**src/rtl/bcd_mod_counter_if.sv**
```systemverilog
// Signal bundle for one BCD counter stage: count/adjust/load controls in, digits and pulses out.
// The master drives requests and the stage (slave) drives its digits and status back.
interface bcd_mod_counter_if #(
  parameter int MSD_WIDTH = 3
);
  logic                 enable;
  logic                 count_in;
  logic                 count_dir;
  logic                 adj_up;
  logic                 adj_down;
  logic                 load;
  logic [3:0]           load_lsd;
  logic [MSD_WIDTH-1:0] load_msd;
  logic [3:0]           bcd_lsd;
  logic [MSD_WIDTH-1:0] bcd_msd;
  logic                 carry_out;
  logic                 borrow_out;
  logic                 at_max;
  logic                 load_err;

  modport master (
    output enable, count_in, count_dir, adj_up, adj_down, load, load_lsd, load_msd,
    input  bcd_lsd, bcd_msd, carry_out, borrow_out, at_max, load_err
  );

  modport slave (
    input  enable, count_in, count_dir, adj_up, adj_down, load, load_lsd, load_msd,
    output bcd_lsd, bcd_msd, carry_out, borrow_out, at_max, load_err
  );
endinterface

```
**src/rtl/bcd_mod_counter.sv**
```systemverilog
// Two-digit BCD modulo counter stage with carry/borrow chaining, manual adjust and checked load.
// Digits are stepped directly in BCD; tens digit is held in MSD_WIDTH bits, arithmetic done at 4 bits.
module bcd_mod_counter #(
  parameter int MODULUS   = 60,
  parameter int MIN_VALUE = 0,
  parameter int MSD_WIDTH = 3
) (
  input  logic               clock,
  input  logic               reset,
  bcd_mod_counter_if.slave   bus
);

  localparam int         MAX_VALUE = MIN_VALUE + MODULUS - 1;
  localparam logic [3:0] MIN_LSD   = 4'(MIN_VALUE % 10);
  localparam logic [3:0] MIN_MSD   = 4'(MIN_VALUE / 10);
  localparam logic [3:0] MAX_LSD   = 4'(MAX_VALUE % 10);
  localparam logic [3:0] MAX_MSD   = 4'(MAX_VALUE / 10);

  logic [3:0]           r_lsd;
  logic [MSD_WIDTH-1:0] r_msd;
  logic                 r_carry;
  logic                 r_borrow;
  logic                 r_load_err;

  logic [3:0] w_msd;
  logic [3:0] w_load_msd;
  logic       w_at_max;
  logic       w_at_min;
  logic       w_load_ok;
  logic [3:0] w_up_lsd, w_up_msd, w_dn_lsd, w_dn_msd;
  logic [3:0] w_lsd_next, w_msd_next;
  logic       w_carry_next, w_borrow_next, w_load_err_next;

  // Lexicographic digit compare keeps range checks in BCD without converting to binary.
  function automatic logic in_range(input logic [3:0] msd, input logic [3:0] lsd);
    logic ge_min;
    logic le_max;
    ge_min = (msd > MIN_MSD) || ((msd == MIN_MSD) && (lsd >= MIN_LSD));
    le_max = (msd < MAX_MSD) || ((msd == MAX_MSD) && (lsd <= MAX_LSD));
    return ge_min && le_max;
  endfunction

  assign w_msd      = 4'(r_msd);
  assign w_load_msd = 4'(bus.load_msd);
  assign w_at_max   = (w_msd == MAX_MSD) && (r_lsd == MAX_LSD);
  assign w_at_min   = (w_msd == MIN_MSD) && (r_lsd == MIN_LSD);
  assign w_load_ok  = (bus.load_lsd <= 4'd9) && (w_load_msd <= 4'd9)
                      && in_range(w_load_msd, bus.load_lsd);

  always_comb begin
    w_up_lsd = r_lsd + 4'd1;
    w_up_msd = w_msd;
    if (w_at_max) begin
      w_up_lsd = MIN_LSD;
      w_up_msd = MIN_MSD;
    end else if (r_lsd == 4'd9) begin
      w_up_lsd = 4'd0;
      w_up_msd = w_msd + 4'd1;
    end

    w_dn_lsd = r_lsd - 4'd1;
    w_dn_msd = w_msd;
    if (w_at_min) begin
      w_dn_lsd = MAX_LSD;
      w_dn_msd = MAX_MSD;
    end else if (r_lsd == 4'd0) begin
      w_dn_lsd = 4'd9;
      w_dn_msd = w_msd - 4'd1;
    end
  end

  // One value update per cycle: load beats adjust beats count.
  always_comb begin
    w_lsd_next      = r_lsd;
    w_msd_next      = w_msd;
    w_carry_next    = 1'b0;
    w_borrow_next   = 1'b0;
    w_load_err_next = 1'b0;
    if (bus.load) begin
      if (w_load_ok) begin
        w_lsd_next = bus.load_lsd;
        w_msd_next = w_load_msd;
      end else begin
        w_load_err_next = 1'b1;
      end
    end else if (bus.adj_up || bus.adj_down) begin
      if (bus.adj_up && !bus.adj_down) begin
        w_lsd_next = w_up_lsd;
        w_msd_next = w_up_msd;
      end else if (bus.adj_down && !bus.adj_up) begin
        w_lsd_next = w_dn_lsd;
        w_msd_next = w_dn_msd;
      end
    end else if (bus.enable && bus.count_in) begin
      if (bus.count_dir) begin
        w_lsd_next    = w_dn_lsd;
        w_msd_next    = w_dn_msd;
        w_borrow_next = w_at_min;
      end else begin
        w_lsd_next   = w_up_lsd;
        w_msd_next   = w_up_msd;
        w_carry_next = w_at_max;
      end
    end
  end

  always_ff @(posedge clock) begin
    if (reset) begin
      r_lsd      <= MIN_LSD;
      r_msd      <= MIN_MSD[MSD_WIDTH-1:0];
      r_carry    <= 1'b0;
      r_borrow   <= 1'b0;
      r_load_err <= 1'b0;
    end else begin
      r_lsd      <= w_lsd_next;
      r_msd      <= w_msd_next[MSD_WIDTH-1:0];
      r_carry    <= w_carry_next;
      r_borrow   <= w_borrow_next;
      r_load_err <= w_load_err_next;
    end
  end

  assign bus.bcd_lsd    = r_lsd;
  assign bus.bcd_msd    = r_msd;
  assign bus.carry_out  = r_carry;
  assign bus.borrow_out = r_borrow;
  assign bus.load_err   = r_load_err;
  assign bus.at_max     = w_at_max;

endmodule

```
**src/flat_wrapper.sv**
```systemverilog
// flat-port wrapper written by rule: the top's interface ports become plain ports
module bcd_mod_counter_flat 
#(
  parameter int MODULUS   = 60,
  parameter int MIN_VALUE = 0,
  parameter int MSD_WIDTH = 3
)
  (clock, reset, bus_enable, bus_count_in, bus_count_dir, bus_adj_up, bus_adj_down, bus_load, bus_load_lsd, bus_load_msd, bus_bcd_lsd, bus_bcd_msd, bus_carry_out, bus_borrow_out, bus_at_max, bus_load_err);
  bcd_mod_counter_if #(.MSD_WIDTH(MSD_WIDTH)) bus_i ();
  input  logic clock;
  input  logic reset;
  input wire logic [$bits(bus_i.enable)-1:0] bus_enable;
  input wire logic [$bits(bus_i.count_in)-1:0] bus_count_in;
  input wire logic [$bits(bus_i.count_dir)-1:0] bus_count_dir;
  input wire logic [$bits(bus_i.adj_up)-1:0] bus_adj_up;
  input wire logic [$bits(bus_i.adj_down)-1:0] bus_adj_down;
  input wire logic [$bits(bus_i.load)-1:0] bus_load;
  input wire logic [$bits(bus_i.load_lsd)-1:0] bus_load_lsd;
  input wire logic [$bits(bus_i.load_msd)-1:0] bus_load_msd;
  output wire logic [$bits(bus_i.bcd_lsd)-1:0] bus_bcd_lsd;
  output wire logic [$bits(bus_i.bcd_msd)-1:0] bus_bcd_msd;
  output wire logic [$bits(bus_i.carry_out)-1:0] bus_carry_out;
  output wire logic [$bits(bus_i.borrow_out)-1:0] bus_borrow_out;
  output wire logic [$bits(bus_i.at_max)-1:0] bus_at_max;
  output wire logic [$bits(bus_i.load_err)-1:0] bus_load_err;
  assign bus_i.enable = bus_enable;
  assign bus_i.count_in = bus_count_in;
  assign bus_i.count_dir = bus_count_dir;
  assign bus_i.adj_up = bus_adj_up;
  assign bus_i.adj_down = bus_adj_down;
  assign bus_i.load = bus_load;
  assign bus_i.load_lsd = bus_load_lsd;
  assign bus_i.load_msd = bus_load_msd;
  assign bus_bcd_lsd = bus_i.bcd_lsd;
  assign bus_bcd_msd = bus_i.bcd_msd;
  assign bus_carry_out = bus_i.carry_out;
  assign bus_borrow_out = bus_i.borrow_out;
  assign bus_at_max = bus_i.at_max;
  assign bus_load_err = bus_i.load_err;
  bcd_mod_counter #(.MODULUS(MODULUS), .MIN_VALUE(MIN_VALUE), .MSD_WIDTH(MSD_WIDTH)) u_core (.clock(clock), .reset(reset), .bus(bus_i));
endmodule
```
**config.mk**
```make
export PLATFORM = sky130hd
export DESIGN_NAME = bcd_mod_counter_flat
export DESIGN_NICKNAME = d
export VERILOG_FILES = /design/src/rtl/bcd_mod_counter_if.sv /design/src/rtl/bcd_mod_counter.sv /design/src/flat_wrapper.sv
export SDC_FILE = /design/constraint.sdc
export NUM_CORES = 1
export LEC_CHECK = 0
export CAP_MARGIN = 20
export CORE_ASPECT_RATIO = 0.8
export CORE_UTILIZATION = 47
export CTS_CLUSTER_SIZE = 24
export DETAILED_ROUTE_END_ITERATION = 8
export GPL_TIMING_DRIVEN = 0
export HOLD_SLACK_MARGIN = 0.1
export PLACE_DENSITY = 0.79
export SLEW_MARGIN = 30
export SYNTH_ARGS = -nofsm -noshare
export SYNTH_HDL_FRONTEND = slang
export SYNTH_SLANG_ARGS = --single-unit
```
**constraint.sdc**
```tcl
create_clock -name clock -period 2.1 [get_ports clock]
set_input_delay 0.42 -clock clock [delete_from_list [all_inputs] [get_ports clock]]
set_output_delay 0.42 -clock clock [all_outputs]
set_load 0.01 [all_outputs]
```
== After elaboration in Yosys (flattened, before gate mapping) ==
Index checks and enable logic that the tools add are counted.

* Reduce and logical (&&, ||, !) cells: 23
* Equal/unequal tests: 5
* Magnitude comparators: 5
* Bitwise gates (word level): 3
* Multiplexer cells: 23
* Add/sub/neg operators: 4

{| class="wikitable"
|+ Operator list
! cell !! number
|-
| 4-bit 2-to-1 mux || 11
|-
| 3-bit 2-to-1 mux || 11
|-
| 4-bit zero test || 3
|-
| 1-bit logical AND || 10
|-
| 5-bit OR reduction || 2
|-
| 3-bit equality test (second input constant) || 2
|-
| 4-bit by 1-bit adder with 4-bit output (second input constant) || 1
|-
| 4-bit equality test (second input constant) || 1
|-
| 4-bit by 1-bit greater-or-equal comparator with 1-bit output (second input constant) || 1
|-
| 3-bit by 4-bit <= comparator with 1-bit output (second input constant) || 1
|-
| 4-bit <= comparator (second input constant) || 1
|-
| 4-bit != test (second input constant) || 1
|-
| 4-bit by 1-bit subtractor with 4-bit output (second input constant) || 1
|-
| 3-bit by 1-bit adder with 3-bit output (second input constant) || 1
|-
| 3-bit by 1-bit greater-than comparator with 1-bit output (second input constant) || 1
|-
| 1-bit logical OR || 3
|-
| 3-bit less-than comparator (second input constant) || 1
|-
| 1-bit inverter || 3
|-
| 3-bit AND reduction || 1
|-
| 3-bit nonzero test || 1
|-
| 3-bit by 1-bit subtractor with 3-bit output (second input constant) || 1
|-
| 1-bit zero test || 2
|-
| 2-bit by 1-bit != test with 1-bit output (second input constant) || 1
|-
| 2-bit OR reduction || 1
|-
| 1-bit 2-to-1 mux || 1
|}

* Bits in registers: 10
* Output and inout port bits: 11

== Depth between registers and ports, before layout ==
Gate-level depths: netlist of run 1.

* Depth in word-level cells: 7
* Depth in mapped cells: 7

== Worst setup path after synthesis of run 1 ==
Ideal clock, no wire load.

* Kind: register -> register
* Start point: register u_core.r_lsd[0] (netlist: u_core.bus.bcd_lsd[0])
* End point: register u_core.r_lsd[2] (netlist: u_core.bus.bcd_lsd[2])
* Period minus slack after synthesis: 1.859 ns
* Setup time: 0.086 ns
* Path buffers: 0
* Required time: 2.014 ns
* Stages on the path, launching flop included: 8
* Arrival: 1.773 ns
* Setup slack: 0.241 ns
* Cells stage by stage: dfxtp_1 -> inv_1 -> ha_1 -> nor3b_2 -> o21ba_2 -> a221oi_1 -> a211o_1 -> a221oi_2

* Longest elaborated chain between the ends: 7
* Elaborated cells on any way between the ends: 16

{| class="wikitable"
|+ RTL lines
! what !! line !! RTL
|-
| start, declared || bcd_mod_counter.sv:19 || <nowiki>logic [3:0] r_lsd;</nowiki>
|-
| start signal, assigned || bcd_mod_counter.sv:115 || <nowiki>r_lsd <= w_lsd_next;</nowiki>
|-
| 4-bit by 1-bit adder with 4-bit output (tied with other cells) || bcd_mod_counter.sv:51 || <nowiki>w_up_lsd = r_lsd + 4'd1;</nowiki>
|-
| 4-bit 2-to-1 mux (tied with other cells) || bcd_mod_counter.sv:56 || <nowiki>end else if (r_lsd == 4'd9) begin</nowiki>
|-
| 4-bit 2-to-1 mux, on equally long branches || bcd_mod_counter.sv:53, bcd_mod_counter.sv:63 ||
|-
| 4-bit 2-to-1 mux, on equally long branches || bcd_mod_counter.sv:95, bcd_mod_counter.sv:90 ||
|-
| 4-bit 2-to-1 mux, on equally long branches || bcd_mod_counter.sv:94, bcd_mod_counter.sv:87 ||
|-
| 4-bit 2-to-1 mux (*) || bcd_mod_counter.sv:86 || <nowiki>end else if (bus.adj_up || bus.adj_down) begin</nowiki>
|-
| 4-bit 2-to-1 mux (*) || bcd_mod_counter.sv:79 || <nowiki>if (bus.load) begin</nowiki>
|}

Every way passes the cells marked *; elsewhere a longest branch is shown, timed or not. The select of a mux whose other input is x is not followed.
A chain may end at the register's enable or synchronous reset.

== Worst setup path after layout of run 1 ==
* Start point: input port bus_adj_up
* End point: register u_core.r_lsd[2] (netlist: u_core.bus.bcd_lsd[2])

* Longest elaborated chain between the ends: 4
* Elaborated cells on any way between the ends: 10

{| class="wikitable"
|+ RTL lines
! what !! line !! RTL
|-
| start, declared || flat_wrapper.sv:15 || <nowiki>input wire logic [$bits(bus_i.adj_up)-1:0] bus_adj_up;</nowiki>
|-
| 1-bit zero test / 1-bit logical AND (equally long branches) || bcd_mod_counter.sv:90, bcd_mod_counter.sv:87 ||
|-
| 1-bit logical AND / 4-bit 2-to-1 mux (equally long branches) || bcd_mod_counter.sv:90, bcd_mod_counter.sv:87 ||
|-
| 4-bit != test (no line) / 4-bit 2-to-1 mux (equally long branches) || - ||
|-
| 3-bit AND reduction (no line) / 4-bit 2-to-1 mux (equally long branches) || - ||
|}

Several ways; a longest one is shown, not always the timed one.

==> flow_summary.toml, run 1 <==
[global_routing]
grt_pass1_vias = 811
overflow = 0
grt_usage_pct = 24.1
antenna_found_initial = 0
grt_use_met2_pct = 41.1
grt_pass1_wl_mm = 3.57
gr-usage-met3_pct = 6.88
grt-busiest-layer = "met2"
grt_max_degree = 11
use_met1_pct = 30.7

[cts]
hold_buffers = 0
path_clk_slew_ns = 0.07
post_cts_buffers = 0
cts_buffers = 3
cts_tree = "done"
cts.sinks = 10
htree_levels = 1
clk_latency_ns = 0.27
root_buffer = "clkbuf_4"
clockBufferDepth = 2

[worst_setup_path]
crit_fanout = 6
crit_required_ns = 2.29
critPathLaunchType = "input port"
worstReg2RegEnd = "u_core.bus.bcd_lsd[2]"
path_class = "in -> reg"
path_buf_inv = 1
slowest_stage = "clkdlybuf4s50_1"
path_cells = "clkdlybuf4s50_1, nor2b_4, nor2_2, mux2_4, a211o_1, a221oi_2"
ff2ff_path_depth = 7
cp_slowest_stage_delay_ns = 0.58
rr_startpoint = "u_core.bus.bcd_lsd[0]"
end_kind = "flip-flop"
r2r_slack_ns = 0.19
worstPathArrival_ns = 2.19
path_delay_family = "buffers and inverters"

[timing]
hold_violations = 0
timing.slew.headroom_pct = 62.7
period_minus_slack_ns = 2.00
worst_slack_ns = 0.102
slew_viol_final = 0
holdWs_ns = 0.509
rsz0062_at_grt = "no"
worst_slew_pin_slew_ns = 0.559
fmax_mhz = 501
setup_viol = 0
fin_worst_skew_ns = 0.00527
fin_crit_sh_pct = 95.1

[synthesis]
ys_seq_area_share_pct = 22.0
synth.top_cells.by_area = "dfxtp_1, ha_1, a21oi_1"
yosys_most_used_dff = "dfxtp_1"
synth_area_per_cell_um2 = 8.58
postSynthCellCount = 106
synth_top_cell_area_share_pct = 22.0
syn_nets = 129
synth_edf_count = 0
yosysTopAreaCell = "dfxtp_1"
async_flop_share_pct = 0
netlist-cell-type-count = 41
synth-seq-cells = 10
synth_area_um2 = 910
synth_warnings = 0
yosys-top-cells-count = "dfxtp_1, inv_1, a21oi_1, ha_1, nand2_1"

[power_and_ir_drop]
peakVddDrop_v = 0.000389
p_sw_share_pct = 33.4
seq_power_share_pct = 34.9
pwr-share-clk_pct = 27.2
combinationalPowerShare_pct = 38.0
leakagePower_nw = 0.453
power.net_switching_mw = 0.221
p_int_mw = 0.440
powerDensity_nw_per_um2 = 548

[placement]
port_buffers = 23
place_ws_ns = -0.261
place.gp.congestion = 0.806
hpwl_mm = 1.72
postPlaceCellArea_um2 = 1170
placed_cells = 151

[drt]
dr.pass1.iters = 4
routedWlPerCell_um = 14.7
ant_nets = 0
num_vias = 939
routed_wl_mm = 2.27
drcViolationCount = 0
vias_per_cell = 6.06
first_iter_violations = 27

[min_path]
hold_class = "in -> reg"
worstHoldStart = "bus_adj_down"
worst_hold_path.num_cells = 4
worstHoldEndpoint = "u_core.bus.borrow_out"

[layout]
final_cells = 155
layout-drive-gt1-share_pct = 15.8
final_area_um2 = 1210
nets = 157
fill_cells = 165
diodes = 0
utilization_pct = 70.0
syn_to_final_growth_pct = 32.6

[status]
status = "finished clean"

[floorplan]
core_um2 = 1720
die_w_um = 51.2
ioPinCount = 26
initial_core_util_pct = 52.8
die-area_um2 = 2120
num_rows = 13
die-height_um = 41.4

[run]
drv_cap = 0
==> metal layers <==
metal | routed length (um) | vias to the layer above
met4 | 19 | 0
met3 | 158 | 4
li1 | - | 456
met1 | 1130 | 443
met2 | 964 | 36
met5 | 0 | -
==> how the worst max path moves through the flow <==
stage	cells after the start	from	slack [ns]	end
after floorplan	7	u_core.bus.bcd_lsd[0]	0.24	u_core.bus.bcd_lsd[2]
after global placement	6	bus_adj_up	-0.26	u_core.bus.bcd_lsd[2]
after detailed placement	6	bus_adj_up	-0.26	u_core.bus.bcd_lsd[2]
after CTS	6	bus_adj_up	0.02	u_core.bus.bcd_lsd[2]
after global routing	6	bus_adj_up	0.02	u_core.bus.bcd_lsd[2]
final	6	bus_adj_up	0.10	u_core.bus.bcd_lsd[2]
==> kinds of logic (layout without fill, tap and decap cells) <==
| kind of cell | after synthesis | count (layout) | synth area share [%] |
|---|---|---|---|
| buffers and inverters | 15 | 42 | 7.98 |
| AOI/OAI and AO/OA | 36 | 36 | 33.0 |
| DFF | 10 | 10 | 22.0 |
| and+or+nand+nor | 35 | 35 | 23.4 |
| xor gates and xnor gates | 1 | 1 | 0.963 |
| adders and majority gates | 8 | 8 | 11.0 |
| muxes | 1 | 1 | 1.65 |
==> per-stage QoR <==
stage	power, mW	TNS [ns]
6_report	0.661	0
3_3_place_gp	0.475	-0.398
4_1_cts	0.662	0
3_5_place_dp	0.481	-0.437
5_1_grt	0.697	0
2_1_floorplan	0.391	0
==> power groups by stage <==
| stage | Clock [mW] | Combinational, mW | Sequential (mW) |
|---|---|---|---|
| after floorplan | 0 | 0.156 | 0.235 |
| after global placement | 0 | 0.242 | 0.233 |
| after detailed placement | 0 | 0.248 | 0.234 |
| after CTS | 0.183 | 0.249 | 0.230 |
| after global routing | 0.190 | 0.274 | 0.234 |
| final | 0.180 | 0.251 | 0.230 |
==> placed cells by master (no fill, tap or decap), types with 3 or more instances in the layout <==
| cell type | instances |
|---|---|
| a21oi_1 | 8 |
| a211oi_1 | 3 |
| a221oi_1 | 3 |
| nor2_1 | 3 |
| dfxtp_1 | 9 |
| ha_1 | 8 |
| inv_1 | 9 |
| nor3_1 | 3 |
| nor2b_1 | 3 |
| nand3b_1 | 3 |
| clkbuf_4 | 3 |
| nand2_1 | 8 |
| a211o_1 | 3 |
| o21ai_0 | 3 |
| clkdlybuf4s50_1 | 22 |
==> worst register-to-register path: stages, from the launching register on <==
cell	delay [ns]
dfxtp_2	0.36
inv_1	0.11
ha_1	0.20
nor3b_2	0.36
o21ba_2	0.25
a221oi_1	0.30
a211o_1	0.16
a221oi_2	0.05
==> area by class of cell <==
type	count	area, um2	area share (%)
multi-input combinational	81	639	53.0
timing repair buffer	23	229	19.0
sequential	10	201	16.7
inverter	10	37.5	3.11
clock buffer	4	36.3	3.01
buffer	5	35.0	2.90
tap	22	27.5	2.28
==> registers in the layout (all words and copies together) (netlist names) <==
name	count
u_core.bus.borrow_out	1
u_core.bus.carry_out	1
u_core.bus.bcd_lsd	4
u_core.bus.load_err	1
u_core.bus.bcd_msd	3
==> timing repair <==
item	CTS	global route
resized for setup	3	1
gates cloned	0	0
endpoints found under the setup margin	1	1
No activity file was read; power rests on OpenSTA's default activity.
==> run 2: changes to the inputs <==
--- a/config.mk
+++ b/config.mk
@@ -7,12 +7,13 @@
 export LEC_CHECK = 0
 export CAP_MARGIN = 20
 export CORE_ASPECT_RATIO = 0.8
-export CORE_UTILIZATION = 47
+export CORE_UTILIZATION = 50
 export CTS_CLUSTER_SIZE = 24
 export DETAILED_ROUTE_END_ITERATION = 8
 export GPL_TIMING_DRIVEN = 0
 export HOLD_SLACK_MARGIN = 0.1
-export PLACE_DENSITY = 0.79
+export PLACE_DENSITY = 0.83
+export SKIP_LAST_GASP = 1
 export SLEW_MARGIN = 30
 export SYNTH_ARGS = -nofsm -noshare
 export SYNTH_HDL_FRONTEND = slang
==> constraint.sdc (replaced) <==
create_clock -name clock -period 2.5 [get_ports clock]
set_input_delay 0.5 -clock clock [delete_from_list [all_inputs] [get_ports clock]]
set_output_delay 0.5 -clock clock [all_outputs]
set_load 0.01 [all_outputs]
==> run 2 against run 1 <==
Against the previous run:
- flip-flop and latch count stayed put
- utilization is 2.6 points higher
- clock skew hardly changed
- largest cell class unchanged
- hold slack better by 0.023 ns
- clock power is 13% lower
- wire length is 0.92% lower
- register-to-register slack better by 0.29 ns
- non-clock buffer count stayed put
==> flow_summary.toml, run 2 (synthesized netlist as in run 1, its figures left out) <==
[status]
status = "finished clean"

[floorplan]
ioPinCount = 26
die-height_um = 40.2
die_w_um = 49.7
initial_core_util_pct = 54.8
die-area_um2 = 1990
core_um2 = 1660
num_rows = 13

[worst_setup_path]
path_class = "reg -> out"
worstPathArrival_ns = 1.85
cp_slowest_stage_delay_ns = 0.53
path_cells = "ha_1, nand3b_1, nor2_1, clkdlybuf4s50_1"
ff2ff_path_depth = 7
slowest_stage = "clkdlybuf4s50_1"
r2r_slack_ns = 0.48
rr_startpoint = "u_core.bus.bcd_lsd[0]"
end_kind = "output pin"
crit_fanout = 8
crit_required_ns = 2.00
worstReg2RegEnd = "u_core.bus.bcd_lsd[2]"
critPathLaunchType = "flip-flop"

[min_path]
hold_class = "reg -> reg"
worstHoldEndpoint = "u_core.bus.bcd_lsd[1]"
worstHoldStart = "u_core.bus.bcd_lsd[1]"
worst_hold_path.num_cells = 2

[global_routing]
grt_usage_pct = 26.0
overflow = 0
grt_max_degree = 11
antenna_found_initial = 0
grt_pass1_wl_mm = 3.77
grt_pass1_vias = 800

[layout]
final_cell_mix = "clkdlybuf4s50_1, inv_1, dfxtp_1"
nets = 157
fill_cells = 129
layout_commonest_cell = "clkdlybuf4s50_1"
layout-drive-gt1-share_pct = 13.5
final_cells = 155
syn_to_final_growth_pct = 32.3
diodes = 0
largest_register_ffs = 4

[timing]
fmax_mhz = 425
holdWs_ns = 0.532
hold_violations = 0
setup_viol = 0
fin_crit_sh_pct = 94.0
worst_slew_pin_slew_ns = 0.527
period_minus_slack_ns = 2.35
timing.slew.headroom_pct = 64.8
slew_viol_final = 0
worst_slack_ns = 0.149
fin_worst_skew_ns = 0.00569
rsz0062_at_grt = "no"
setup-tns-final_ns = 0

[placement]
placed_cells = 151
port_buffers = 23
place_ws_ns = 0.0734
place.gp.congestion = 0.829
hpwl_mm = 1.66

[drt]
drcViolationCount = 0
vias_per_cell = 5.97
first_iter_violations = 36
ant_nets = 0
dr.pass1.iters = 4
routed_wl_mm = 2.25
num_vias = 926
routedWlPerCell_um = 14.5

[cts]
post_cts_buffers = 0
root_buffer = "clkbuf_4"
ctsResizeCount = 0
hold_buffers = 0
cts_tree = "done"
cts.sinks = 10
path_clk_slew_ns = 0.07
cts_buffers = 3
clk_latency_ns = 0.29
htree_levels = 1
clockBufferDepth = 2

[power_and_ir_drop]
p_sw_share_pct = 34.0
p_int_mw = 0.369
peakVddDrop_v = 0.000306
leakagePower_nw = 0.448
pwr-share-clk_pct = 27.9
powerDensity_nw_per_um2 = 465
power.net_switching_mw = 0.190
combinationalPowerShare_pct = 37.6
seq_power_share_pct = 34.6

[run]
drv_cap = 0
## run 2: cell count changes in the layout (fill, tap and decap cells not counted)
cell / delta
nor2_2: -1
nor2_1: +1
inv_2: -1
inv_1: +1
dfxtp_2: -1
dlygate4sd2_1: -1
dfxtp_1: +1
clkdlybuf4s50_1: +1
## run 2: area by class of cell
cell class | instances | area [um2] | share of cell area (%)
plain buffers | 5 | 35.0 | 2.91
clock buffers | 4 | 36.3 | 3.01
inverters | 10 | 37.5 | 3.12
multi-input cells | 81 | 637 | 52.9
flip-flops and latches | 10 | 200 | 16.6
well taps | 22 | 27.5 | 2.29
repair buffers | 23 | 230 | 19.1
## run 2: metrics by stage
step	total power, mW	util, %	cell area [um2]
3_3_place_gp	0.398	70.4	1170
2_1_floorplan	0.329	-	910
4_1_cts	0.559	72.5	1200
5_1_grt	0.597	72.5	1200
6_report	0.560	72.5	1200
3_5_place_dp	0.402	70.4	1170
## run 2: worst max-delay path by stage
| stage | slack, ns | cells after the start | end | from |
|---|---|---|---|---|
| finish | 0.15 | 4 | bus_at_max | u_core.bus.bcd_lsd[0] |
| global route | 0.04 | 4 | bus_at_max | u_core.bus.bcd_lsd[0] |
| CTS | 0.15 | 5 | bus_at_max | u_core.bus.bcd_lsd[1] |
| detailed placement | 0.07 | 6 | u_core.bus.bcd_lsd[2] | bus_adj_up |
| global placement | 0.09 | 6 | u_core.bus.bcd_lsd[2] | bus_adj_up |
| floorplan | 0.64 | 7 | u_core.bus.bcd_lsd[2] | u_core.bus.bcd_lsd[0] |
## run 2: per-layer routing
layer	part of all wire, %	global-route usage, %
met4	0.84	7.14
met3	9.6	6.82
met1	45	32.7
met5	0	0
met2	44	44.9
## run 2: critical path: cells and delay by family, from the launching register on
kind	cells	cell delay, ns
adders and majority gates	1	0.27
buffers and inverters	1	0.53
DFF	1	0.49
and+or+nand+nor	2	0.28
## run 2: power by group through the flow
stage / Sequential (mW) / Clock [mW] / Combinational [mW]
CTS: 0.193 / 0.158 / 0.208
global route: 0.197 / 0.170 / 0.230
detailed placement: 0.196 / 0 / 0.206
global placement: 0.195 / 0 / 0.202
finish: 0.193 / 0.156 / 0.210
floorplan: 0.198 / 0 / 0.131
==> run 3: changes to the inputs <==
--- a/config.mk
+++ b/config.mk
@@ -12,9 +12,9 @@
 export DETAILED_ROUTE_END_ITERATION = 8
 export GPL_TIMING_DRIVEN = 0
 export HOLD_SLACK_MARGIN = 0.1
-export PLACE_DENSITY = 0.83
+export PLACE_DENSITY = 0.93
 export SKIP_LAST_GASP = 1
-export SLEW_MARGIN = 30
 export SYNTH_ARGS = -nofsm -noshare
 export SYNTH_HDL_FRONTEND = slang
 export SYNTH_SLANG_ARGS = --single-unit
+export TNS_END_PERCENT = 1
==> run 3 against run 2 <==
Against the previous run:
- hold slack better by 0.0043 ns
- wire length up 6.4%
- cell area unchanged
- clock skew down 0.0030 ns
- combinational power about the same
- largest cell class unchanged
- largest power group unchanged
==> flow_summary.toml, run 3 (synthesized netlist as in run 1, its figures left out) <==
[global_routing]
overflow = 0
grt_usage_pct = 24.0
grt_pass1_wl_mm = 3.46
antenna_found_initial = 0
grt_use_met2_pct = 41.2
grt_pass1_vias = 792
grt_max_degree = 11
gr-usage-met3_pct = 6.82
use_met1_pct = 30.0
grt-busiest-layer = "met2"

[cts]
path_clk_slew_ns = 0.07
hold_buffers = 0
cts.sinks = 10
htree_levels = 1
clk_latency_ns = 0.27
cts_buffers = 3
root_buffer = "clkbuf_4"
post_cts_buffers = 0
cts_tree = "done"
ctsResizeCount = 0
clockBufferDepth = 2

[worst_setup_path]
path_class = "reg -> out"
crit_fanout = 8
path_cells = "ha_1, nand3b_1, nor2_1, clkdlybuf4s50_1"
worstPathArrival_ns = 1.83
path_buf_inv = 1
end_kind = "output pin"
critPathLaunchType = "flip-flop"
path_delay_family = "buffers and inverters"
slowest_stage = "clkdlybuf4s50_1"
cp_slowest_stage_delay_ns = 0.55
crit_required_ns = 2.00

[drt]
routedWlPerCell_um = 15.4
num_vias = 918
dr.pass1.iters = 4
drcViolationCount = 0
routed_wl_mm = 2.39
vias_per_cell = 5.92
first_iter_violations = 32
ant_nets = 0

[timing]
fin_crit_sh_pct = 93.3
timing.slew.headroom_pct = 64.2
fin_worst_skew_ns = 0.00273
worst_slew_pin_slew_ns = 0.537
hold_violations = 0
rsz0062_at_grt = "no"
setup-tns-final_ns = 0
fmax_mhz = 429
slew_viol_final = 0
setup_viol = 0
period_minus_slack_ns = 2.33

[floorplan]
ioPinCount = 26
die-height_um = 40.2
num_rows = 13
die_w_um = 49.7
die-area_um2 = 1990
initial_core_util_pct = 54.8
core_um2 = 1660

[layout]
multiInputGateArea_um2 = 637
layout_commonest_cell = "clkdlybuf4s50_1"
largest_register_ffs = 4
final_cells = 155
diodes = 0
regArea_um2 = 200
fill_cells = 134
final_cell_mix = "clkdlybuf4s50_1, inv_1, dfxtp_1"
layout-drive-gt1-share_pct = 13.5
utilization_pct = 72.5
syn_to_final_growth_pct = 32.3
nets = 157

[power_and_ir_drop]
peakVddDrop_v = 0.000282
leakagePower_nw = 0.448
p_total_mw = 0.554
powerDensity_nw_per_um2 = 460

[min_path]
hold_class = "reg -> reg"

[status]
status = "finished clean"

[run]
drv_cap = 0

[placement]
place.gp.congestion = 0.800
placed_cells = 151
hpwl_mm = 1.74
port_buffers = 23
run 3: cell counts in the layout (fill, tap and decap cells not counted):
No cell type changed its count.
run 3: power by group:
group          total (mW)  switching, mW  internal [mW]
Combinational       0.212          0.103          0.109
Clock               0.148         0.0594         0.0885
Sequential          0.194         0.0225          0.171
Total               0.554          0.185          0.369
run 3: cell type report:
cell class / instances / area share, %
Buffer: 5 / 2.91
Clock buffer: 4 / 3.01
Inverter: 10 / 3.12
Multi-Input combinational cell: 81 / 52.9
Sequential cell: 10 / 16.6
Tap cell: 22 / 2.29
Timing Repair Buffer: 23 / 19.1
run 3: metal layers:
layer  up-vias  wire length, um
met1       428             1130
met5         -                0
li1        450                -
met3         4              158
met2        36             1090
met4         0               15
run 3: worst paths after layout:
check / start / to / slack [ns] / cells past startpoint
max reg2reg: u_core.bus.bcd_lsd[0] / u_core.bus.bcd_lsd[2] / 0.44 / 7
min: u_core.bus.bcd_lsd[1] / u_core.bus.bcd_lsd[1] / 0.54 / 2
min reg2reg: u_core.bus.bcd_lsd[1] / u_core.bus.bcd_lsd[1] / 0.54 / 2
max: u_core.bus.bcd_lsd[0] / bus_at_max / 0.17 / 4
run 3: per-stage QoR:
step                setup WS [ns]  cell area [um2]  hold WS, ns
global placement           0.0887             1170        0.505
floorplan                   0.641              910        0.526
CTS                         0.192             1200        0.536
global route                0.117             1200        0.568
detailed placement         0.0256             1170        0.520
finish                      0.167             1200        0.536
run 3: worst reg2reg max path, stage by stage (launching register included):
cell and delay, ns:
dfxtp_1 0.47, inv_1 0.13, ha_1 0.26, nor3b_2 0.20, o21ba_2 0.31, a221oi_1 0.10
a211o_1 0.29, a221oi_2 0.21
